<file path="src/rtl/tas_pkt_tx.sv">
// -----------------------------------------------------------------------------
// tas_pkt_tx
// Serial packet transmitter for the tas link. Accepts one packet (header byte
// plus 32-bit payload) on a valid/ready handshake and shifts it out as five
// byte frames, LSB first. data_ena is high for the 8 bit-clocks of each byte,
// and an idle gap of gap_cycles clocks (0 treated as 1) follows every byte,
// including the last one.
//
// Ports:
//   clk_50      in   1      clock, rising edge
//   reset_n     in   1      asynchronous active-low reset
//   pkt_valid   in   1      packet offered
//   pkt_ready   out  1      block can accept a packet (IDLE)
//   pkt_hdr     in   8      header byte, sent first
//   pkt_data    in   32     payload, [7:0] sent second ... [31:24] sent last
//   gap_cycles  in   GAP_W  idle clocks after each byte (0 -> 1)
//   serial_data out  1      serial bit, LSB first
//   data_ena    out  1      high during the 8 bit-clocks of each byte
//   busy        out  1      high from accept until return to IDLE
//   pkt_done    out  1      one-clock pulse on return to IDLE
//   exp_avg     out  8      (TAS_TX_EXPAVG_EN only) truncated mean of payload
//   exp_valid   out  1      (TAS_TX_EXPAVG_EN only) pulses with pkt_done when
//                           the header is HDR_A or HDR_B
//
// Optional feature macro: TAS_TX_EXPAVG_EN. When undefined, the HDR_A/HDR_B
// parameters, the exp_* ports and the averaging adder are all absent.
// All outputs are driven straight from flops.
// -----------------------------------------------------------------------------
module tas_pkt_tx #(
  parameter int GAP_W = 8
`ifdef TAS_TX_EXPAVG_EN
  ,
  parameter logic [7:0] HDR_A = 8'hA5,
  parameter logic [7:0] HDR_B = 8'hC3
`endif
) (
  input  logic             clk_50,
  input  logic             reset_n,
  input  logic             pkt_valid,
  output logic             pkt_ready,
  input  logic [7:0]       pkt_hdr,
  input  logic [31:0]      pkt_data,
  input  logic [GAP_W-1:0] gap_cycles,
  output logic             serial_data,
  output logic             data_ena,
  output logic             busy,
  output logic             pkt_done
`ifdef TAS_TX_EXPAVG_EN
  ,
  output logic [7:0]       exp_avg,
  output logic             exp_valid
`endif
);

  typedef enum logic [1:0] {
    S_IDLE  = 2'd0,
    S_SHIFT = 2'd1,
    S_GAP   = 2'd2
  } state_t;

  state_t           r_state;
  state_t           w_state_nxt;
  logic [2:0]       r_bit_cnt;
  logic [2:0]       w_bit_cnt_nxt;
  logic [2:0]       r_byte_idx;
  logic [2:0]       w_byte_idx_nxt;
  logic [GAP_W-1:0] r_gap_cnt;
  logic [GAP_W-1:0] w_gap_cnt_nxt;
  logic [7:0]       r_shift;
  logic [7:0]       w_shift_nxt;

  // Packet contents captured at accept; later input changes are ignored.
  logic [31:0]      r_data;
  logic [GAP_W-1:0] r_gap_len;

  logic             r_pkt_ready;
  logic             r_serial_data;
  logic             r_data_ena;
  logic             r_busy;
  logic             r_pkt_done;

  logic             w_pkt_ready_nxt;
  logic             w_serial_data_nxt;
  logic             w_data_ena_nxt;
  logic             w_busy_nxt;
  logic             w_pkt_done_nxt;

  logic             w_accept;
  logic [GAP_W-1:0] w_gap_eff;

  assign w_accept  = (r_state == S_IDLE) && pkt_valid;
  assign w_gap_eff = (gap_cycles == '0) ? GAP_W'(1) : gap_cycles;

  // Payload byte that follows byte index idx (idx 0 is the header).
  function automatic logic [7:0] payload_byte(input logic [31:0] d,
                                              input logic [2:0]  idx);
    logic [7:0] b;
    case (idx)
      3'd0:    b = d[7:0];
      3'd1:    b = d[15:8];
      3'd2:    b = d[23:16];
      default: b = d[31:24];
    endcase
    return b;
  endfunction

  // ---------------------------------------------------------------------------
  // State register and control counters
  // ---------------------------------------------------------------------------
  always_ff @(posedge clk_50 or negedge reset_n) begin
    if (!reset_n) begin
      r_state    <= S_IDLE;
      r_bit_cnt  <= '0;
      r_byte_idx <= '0;
      r_gap_cnt  <= '0;
      r_shift    <= '0;
    end else begin
      r_state    <= w_state_nxt;
      r_bit_cnt  <= w_bit_cnt_nxt;
      r_byte_idx <= w_byte_idx_nxt;
      r_gap_cnt  <= w_gap_cnt_nxt;
      r_shift    <= w_shift_nxt;
    end
  end

  // ---------------------------------------------------------------------------
  // Next-state logic
  // ---------------------------------------------------------------------------
  always_comb begin
    w_state_nxt    = r_state;
    w_bit_cnt_nxt  = r_bit_cnt;
    w_byte_idx_nxt = r_byte_idx;
    w_gap_cnt_nxt  = r_gap_cnt;
    w_shift_nxt    = r_shift;
    case (r_state)
      S_IDLE: begin
        if (pkt_valid) begin
          w_state_nxt    = S_SHIFT;
          w_bit_cnt_nxt  = '0;
          w_byte_idx_nxt = '0;
          w_shift_nxt    = pkt_hdr;
        end
      end
      S_SHIFT: begin
        if (r_bit_cnt == 3'd7) begin
          w_state_nxt   = S_GAP;
          // Down-counter: GAP lasts exactly r_gap_len cycles (>= 1).
          w_gap_cnt_nxt = r_gap_len;
        end else begin
          w_bit_cnt_nxt = r_bit_cnt + 3'd1;
          w_shift_nxt   = r_shift >> 1;
        end
      end
      S_GAP: begin
        if (r_gap_cnt <= GAP_W'(1)) begin
          if (r_byte_idx < 3'd4) begin
            w_state_nxt    = S_SHIFT;
            w_bit_cnt_nxt  = '0;
            w_byte_idx_nxt = r_byte_idx + 3'd1;
            w_shift_nxt    = payload_byte(r_data, r_byte_idx);
          end else begin
            w_state_nxt = S_IDLE;
          end
        end else begin
          w_gap_cnt_nxt = r_gap_cnt - GAP_W'(1);
        end
      end
      default: begin
        w_state_nxt = S_IDLE;
      end
    endcase
  end

  // ---------------------------------------------------------------------------
  // Output decode from the next state, so the registered outputs line up with
  // the state they describe.
  // ---------------------------------------------------------------------------
  always_comb begin
    w_data_ena_nxt    = (w_state_nxt == S_SHIFT);
    w_serial_data_nxt = (w_state_nxt == S_SHIFT) ? w_shift_nxt[0] : 1'b0;
    w_pkt_ready_nxt   = (w_state_nxt == S_IDLE);
    w_busy_nxt        = (w_state_nxt != S_IDLE);
    w_pkt_done_nxt    = (r_state != S_IDLE) && (w_state_nxt == S_IDLE);
  end

  // ---------------------------------------------------------------------------
  // Output registers
  // ---------------------------------------------------------------------------
  always_ff @(posedge clk_50 or negedge reset_n) begin
    if (!reset_n) begin
      r_pkt_ready   <= 1'b1;
      r_serial_data <= 1'b0;
      r_data_ena    <= 1'b0;
      r_busy        <= 1'b0;
      r_pkt_done    <= 1'b0;
    end else begin
      r_pkt_ready   <= w_pkt_ready_nxt;
      r_serial_data <= w_serial_data_nxt;
      r_data_ena    <= w_data_ena_nxt;
      r_busy        <= w_busy_nxt;
      r_pkt_done    <= w_pkt_done_nxt;
    end
  end

  assign pkt_ready   = r_pkt_ready;
  assign serial_data = r_serial_data;
  assign data_ena    = r_data_ena;
  assign busy        = r_busy;
  assign pkt_done    = r_pkt_done;

  // ---------------------------------------------------------------------------
  // Packet capture (data only, no reset needed)
  // ---------------------------------------------------------------------------
  always_ff @(posedge clk_50) begin
    if (w_accept) begin
      r_data    <= pkt_data;
      r_gap_len <= w_gap_eff;
    end
  end

`ifdef TAS_TX_EXPAVG_EN
  logic [7:0] r_avg_pend;
  logic       r_hdr_match;
  logic [7:0] r_exp_avg;
  logic       r_exp_valid;

  // Mean of the four payload bytes: 10-bit sum, truncating divide by 4.
  function automatic logic [7:0] avg4_trunc(input logic [31:0] d);
    logic [9:0] s;
    s = {2'b00, d[7:0]} + {2'b00, d[15:8]} + {2'b00, d[23:16]} + {2'b00, d[31:24]};
    return s[9:2];
  endfunction

  // ---------------------------------------------------------------------------
  // Average computed at accept, published on the pkt_done cycle
  // ---------------------------------------------------------------------------
  always_ff @(posedge clk_50) begin
    if (w_accept) begin
      r_avg_pend  <= avg4_trunc(pkt_data);
      r_hdr_match <= (pkt_hdr == HDR_A) || (pkt_hdr == HDR_B);
    end
  end

  always_ff @(posedge clk_50 or negedge reset_n) begin
    if (!reset_n) begin
      r_exp_avg   <= '0;
      r_exp_valid <= 1'b0;
    end else begin
      r_exp_valid <= w_pkt_done_nxt && r_hdr_match;
      if (w_pkt_done_nxt && r_hdr_match) begin
        r_exp_avg <= r_avg_pend;
      end
    end
  end

  assign exp_avg   = r_exp_avg;
  assign exp_valid = r_exp_valid;
`else
`endif

endmodule

</file>
<file path="config.mk">
export PLATFORM = sky130hd
export DESIGN_NAME = tas_pkt_tx
export DESIGN_NICKNAME = d
export VERILOG_FILES = /design/src/rtl/tas_pkt_tx.sv
export SDC_FILE = /design/constraint.sdc
export NUM_CORES = 1
export LEC_CHECK = 0
export ABC_AREA = 1
export BUFFER_PORTS_ARGS = -buffer_cell sky130_fd_sc_hd__buf_2
export CORE_ASPECT_RATIO = 1.1
export CORE_MARGIN = 3
export CORE_UTILIZATION = 30
export DETAILED_ROUTE_END_ITERATION = 12
export HOLD_SLACK_MARGIN = 0.12
export PLACE_DENSITY_LB_ADDON = 0.2
export RECOVER_POWER = 100
export SETUP_SLACK_MARGIN = 0.3
export SLEW_MARGIN = 20
export SYNTH_ARGS = -nofsm -noshare
export SYNTH_HDL_FRONTEND = slang
export SYNTH_SLANG_ARGS = --single-unit
export TNS_END_PERCENT = 20
</file>
<file path="constraint.sdc">
create_clock -name clk_50 -period 1.6 [get_ports clk_50]
set_input_delay 0.08 -clock clk_50 [delete_from_list [all_inputs] [get_ports clk_50]]
set_output_delay 0.08 -clock clk_50 [all_outputs]
set_load 0.005 [all_outputs]
</file>
### Word-level counts from Yosys, hierarchy flattened

Cells that the tools add are included.

* flip-flop bits (word level): 69
* input bits: 51
* output and inout bits: 5
* word-level logic and storage cells: 67

* add/subtract/negate cells: 3
* order comparisons: 2
* equal/unequal tests: 12
* mux-type cells: 23
* reduce and logical (&&, ||, !) cells: 14

Operator list (number)
* two-way mux 8 bit: 6
* case mux 8 bit (3 select lines): 2
* two-way mux 3 bit: 6
* case mux 8 bit (2 select lines): 1
* != test 2 bit, second input constant: 6
* case mux 3 bit (3 select lines): 1
* <= comparator 8 x 1 -> 1 bit, second input constant: 1
* zero test 8 bit: 1
* nonzero test 2 bit: 4
* subtractor 8 x 1 -> 8 bit, second input constant: 1
* adder 3 x 1 -> 3 bit, second input constant: 2
* two-way mux 2 bit: 3
* case mux 2 bit (3 select lines): 1
* case mux 3 bit (2 select lines): 1
* AND reduction 5 bit: 1
* equality test 2 x 1 -> 1 bit, second input constant: 2
* zero test 2 bit: 2
* AND reduction 4 bit: 1
* equality test 3 x 1 -> 1 bit, second input constant: 1
* equality test 3 x 2 -> 1 bit, second input constant: 1
* equality test 3 bit, second input constant: 1
* zero test 3 bit: 1
* < comparator 3 bit, second input constant: 1
* AND reduction 3 bit: 1
* other kinds (4): 6

### Longest topological paths before layout

* word-level depth: 6
* mapped depth: 10
* depth with buffers taken out: 10

### Worst setup path before layout

OpenSTA, ideal clock, no wires.

* kind: register to register
* from: register r_state[0]
* to: register r_data[0] (enable)
* setup time: 0.380 ns
* arrival: 1.182 ns
* required time: 1.220 ns
* path slack: 0.038 ns
* cell stages (with the launch flop): 4
* buffers on the path: 0
* period minus slack after synthesis: 1.562 ns
* cells stage by stage: dfrtp_1 > nor2_1 > nand2_1 > inv_2

* longest elaborated chain between the ends: 2

Ends and longest elaborated chain
* from (decl): line 61 `state_t r_state;`
* from (signal assigned): line 118 `r_state <= w_state_nxt;`
* zero test 2 bit: line 91 `assign w_accept = (r_state == S_IDLE) && pkt_valid;`
* logical AND 1 bit: line 91
* via w_accept: line 88 `logic w_accept;`
* to (signal assigned): line 216 `r_data <= pkt_data;`
* to (decl): line 73 `logic [31:0] r_data;`

The timed path passes the listed nets, and every way through them passes these cells.
A chain may end at the register's enable or synchronous reset.

### Final worst setup path

* from: register r_gap_cnt[0]
* to: register r_data_ena, in the netlist data_ena

* longest elaborated chain between the ends: 4

Ends and longest elaborated chain
* from (decl): line 67 `logic [GAP_W-1:0] r_gap_cnt;`
* from (signal assigned): line 121 `r_gap_cnt <= w_gap_cnt_nxt;`
* <= comparator 8 x 1 -> 1 bit: line 155 `if (r_gap_cnt <= GAP_W'(1)) begin`
* two-way mux 2 bit: line 155
* case mux 2 bit (3 select lines): line 135 `case (r_state)`
* equality test 2 x 1 -> 1 bit: line 179 `w_data_ena_nxt = (w_state_nxt == S_SHIFT);`
* via w_data_ena_nxt: line 84 `logic w_data_ena_nxt;`
* to (signal assigned): line 199 `r_data_ena <= w_data_ena_nxt;`
* to (decl): line 78 `logic r_data_ena;`

The timed path passes the listed nets, and every way through them passes these cells.

==> results.ini <==
[power_and_ir_drop]
vdd_ir_drop_max_uv = 471
p_total_mw = 3.99
power_density_nw_per_um2 = 834
leakagePower_nw = 2.09

[logic_synthesis]
synth_compound_area_frac = 0.0417
yosys_warnings = 0
async_flop_share = 0.412
ys_seq_area_frac = 0.587
synthFlopType = edfxtp_1
yosys-top-cells-area = edfxtp_1 (37%), dfrtp_1 (21%), nand2_1 (8.2%)
yosysTopAreaCell = edfxtp_1
ys_ff_latch = 68
synth_cells = 325
synth_top_family_by_area = simple AND/OR/NAND/NOR gates
synth_area_per_cell_sq_um = 9.97
synth_enable_flop_cells = 40
syn_area_sq_um = 3240
syn-num-nets = 384
ys_types = 31
muxShareOfSynthArea = 0
synth_adder_area_share = 0.0309
yosysTopAreaCellShare = 0.371
synthSimpleGateAreaFrac = 0.275
synth_xor_xnor_area_share = 0.00270

[global_route]
gr-total-overflow = 0
grtUsageMet1 = 0.153
antenna_found_initial = 0
grt_pass1_vias = 2792
grt_pass1_wl_microns = 13000
gr-max-usage-layer = met2
globalRouteMet2Util = 0.247
grt_max_degree = 49
grt_util_met3 = 0.0275
grt_usage = 0.134

[detailed_routing]
num_vias = 2606
routedWlPerCell_microns = 12.7
drtIter0Drc = 79
drc = 0
dr.pass1.iters = 4
final_antenna_net_count = 0
vias_per_cell = 4.34
wl_microns = 7660

[cells_and_area]
nFillCells = 1026
syn_to_final_growth_pct = 47.7
num_antenna_cells = 0
drive_above_1_share = 0.325
multiInputGateArea_sq_um = 1310
final_nets = 512
ff_latch_area_sq_um = 1910

[timing]
fin_crit_sh = 0.928
grt_setup_unrepaired = yes
layout_setup_ws_ns = 0.115
setup_viol = 0
hold_viol_final = 0
finalClockSkew_ns = 0.00550
relSlewSlack = 0.522
fin_crit_ns = 1.48
final_max_slew_viol_count = 0
worst_slew_pin_slew_ns = 0.718
fmax_mhz = 674

[place]
port_buffers = 55
hpwlAfterDp_microns = 4620
dp_slack_ns = -0.0324
gp_congestion = 0.809

[critical_path]
r2r_start = r_gap_cnt[0]$_DFFE_PN0P_
path_class = register to register
cp.arrival_ns = 1.70
endpoint_kind = register
reg2regPathDepth = 10
r2r_end = data_ena$_DFF_PN0_
crit_fanout = 7
crit_path_end = data_ena$_DFF_PN0_
cp.required_ns = 1.81
ff2ff_setup_slack_ns = 0.12
cp-start-kind = register
crit_start = r_gap_cnt[0]$_DFFE_PN0P_

[clock_network]
clk_pin_slew_ns = 0.06
cts.sinks = 68
cts_made_buffers = 9
clk_latency_ns = 0.32
clockRootBuffer = clkbuf_16
cts_tree = built
h-tree-depth = 3
cts_buffer_depth = 2

[floorplanning]
fp.dieW_microns = 105
die_y_microns = 115
core_sq_um = 10400
num_rows = 39
die_area_sq_um = 12100
num_io_pins = 56
start_util = 0.310

[flow_run]
cap_viol_max_count = 0

[run_status]
status = completed

[hold_path]
min_path_type = primary input to register

## critical path: stages (launching register included)
cell,delay (ns)
dfrtp_2,0.41
buf_4,0.15
ha_4,0.15
inv_1,0.06
nand2_2,0.06
nand2_4,0.08
nor2_4,0.05
nand3_4,0.09
buf_6,0.16
clkbuf_4,0.13
nand2_1,0.04
## Yosys cell counts, types with 2 or more instances
| master | number |
|---|---|
| a22oi_1 | 6 |
| o21ai_2 | 4 |
| nor2_1 | 33 |
| o21ai_0 | 7 |
| nand2_2 | 9 |
| ha_1 | 8 |
| nand2_1 | 71 |
| nor2_4 | 4 |
| edfxtp_1 | 40 |
| inv_1 | 27 |
| buf_6 | 3 |
| nor2_8 | 2 |
| nand3_1 | 47 |
| a31oi_1 | 2 |
| nand3b_1 | 5 |
| clkbuf_1 | 7 |
| inv_2 | 6 |
| nand4_1 | 3 |
| or2_2 | 3 |
| dfrtp_1 | 27 |
## cell usage in the layout, fill, tap and decap left out, types with 2 or more instances in the layout
cell            n
clkinvlp_4      3
nand3_1        39
nand2_1        65
dlygate4sd3_1  49
clkbuf_4        2
nand4_1         3
inv_4           3
a31oi_1         2
buf_6           5
nor2_4          5
nor2_1         33
a22oi_1         5
ha_2            2
inv_6           2
o21ai_2         3
dfrtp_2         2
nand2_4         4
nand2_2        13
inv_1          21
buf_4          13
nand3b_1        5
o21ai_0         7
ha_4            5
or2_2           3
edfxtp_1       40
inv_2           8
clkbuf_1       10
nor2_8          2
clkbuf_16       9
nand3_2         9
dfrtp_1        25
buf_2          45
## state kept, by name (all words and copies together) (netlist names)
register	flops
r_gap_cnt	8
pkt_ready	1
pkt_done	1
r_bit_cnt	3
r_shift	7
data_ena	1
r_state	2
busy	1
r_data	32
r_gap_len	8
r_byte_idx	3
serial_data	1
## kinds of logic after synthesis
logic type               Yosys count
XOR/XNOR                           1
buffers and inverters             46
AO/OA/AOI/OAI                     20
flip-flops                        68
AND/OR/NAND/NOR                  182
adder cells (fa/ha/maj)            8
## layout make-up
class / count / share of cell area
sequential: 68 / 0.398
timing repair buffer: 126 / 0.198
multi-input combinational: 214 / 0.274
clock buffer: 9 / 0.0470
inverter: 34 / 0.0308
clock inverter: 7 / 0.0157
tap: 143 / 0.0374
## per-stage QoR
| step | hold slack, ns | setup TNS, ns | instance area [sq um] | util | cells |
|---|---|---|---|---|---|
| after floorplan | -0.216 | 0 | 3280 | - | 325 |
| after global placement | 0.152 | -0.00323 | 3700 | 0.354 | 516 |
| after detailed placement | 0.152 | -0.0583 | 3700 | 0.354 | 516 |
| after CTS | 0.171 | 0 | 4740 | 0.454 | 599 |
| after global routing | 0.183 | 0 | 4790 | 0.459 | 601 |
| final | 0.167 | 0 | 4790 | 0.459 | 601 |
## worst min-delay path by stage
stage | from | end | slack [ns] | cells after the start
after floorplan | reset_n | busy$_DFF_PN0_ | -0.22 | 0
after global placement | reset_n | data_ena$_DFF_PN0_ | 0.15 | 1
after detailed placement | reset_n | data_ena$_DFF_PN0_ | 0.15 | 1
after CTS | pkt_valid | r_byte_idx[1]$_DFFE_PN0P_ | 0.17 | 4
after global routing | pkt_valid | r_byte_idx[1]$_DFFE_PN0P_ | 0.18 | 4
final | pkt_valid | r_byte_idx[1]$_DFFE_PN0P_ | 0.17 | 4
## timing repair
item                                    in CTS  in global routing
resized for setup                           31                 14
cloned                                       3                  0
endpoints found under the setup margin      68                 68
hold buffers                                49                  0
pin swaps                                   19                 12
buffers inserted                            15                  2
hold endpoints to repair                    75                  0
## power by group
part | total [mW] | leakage, nW | internal (mW) | switching, mW
logic | 0.170 | 1.30 | 0.119 | 0.0511
registers | 1.86 | 0.660 | 1.86 | 0
clock network | 1.96 | 0.138 | 1.21 | 0.752
## layer usage
layer  share of wire  vias up
met3           0.026       16
met1            0.43     1201
met5               0        -
met2            0.52       49
li1                -     1340
met4           0.024        0
Power figures use the tool's default switching activity.
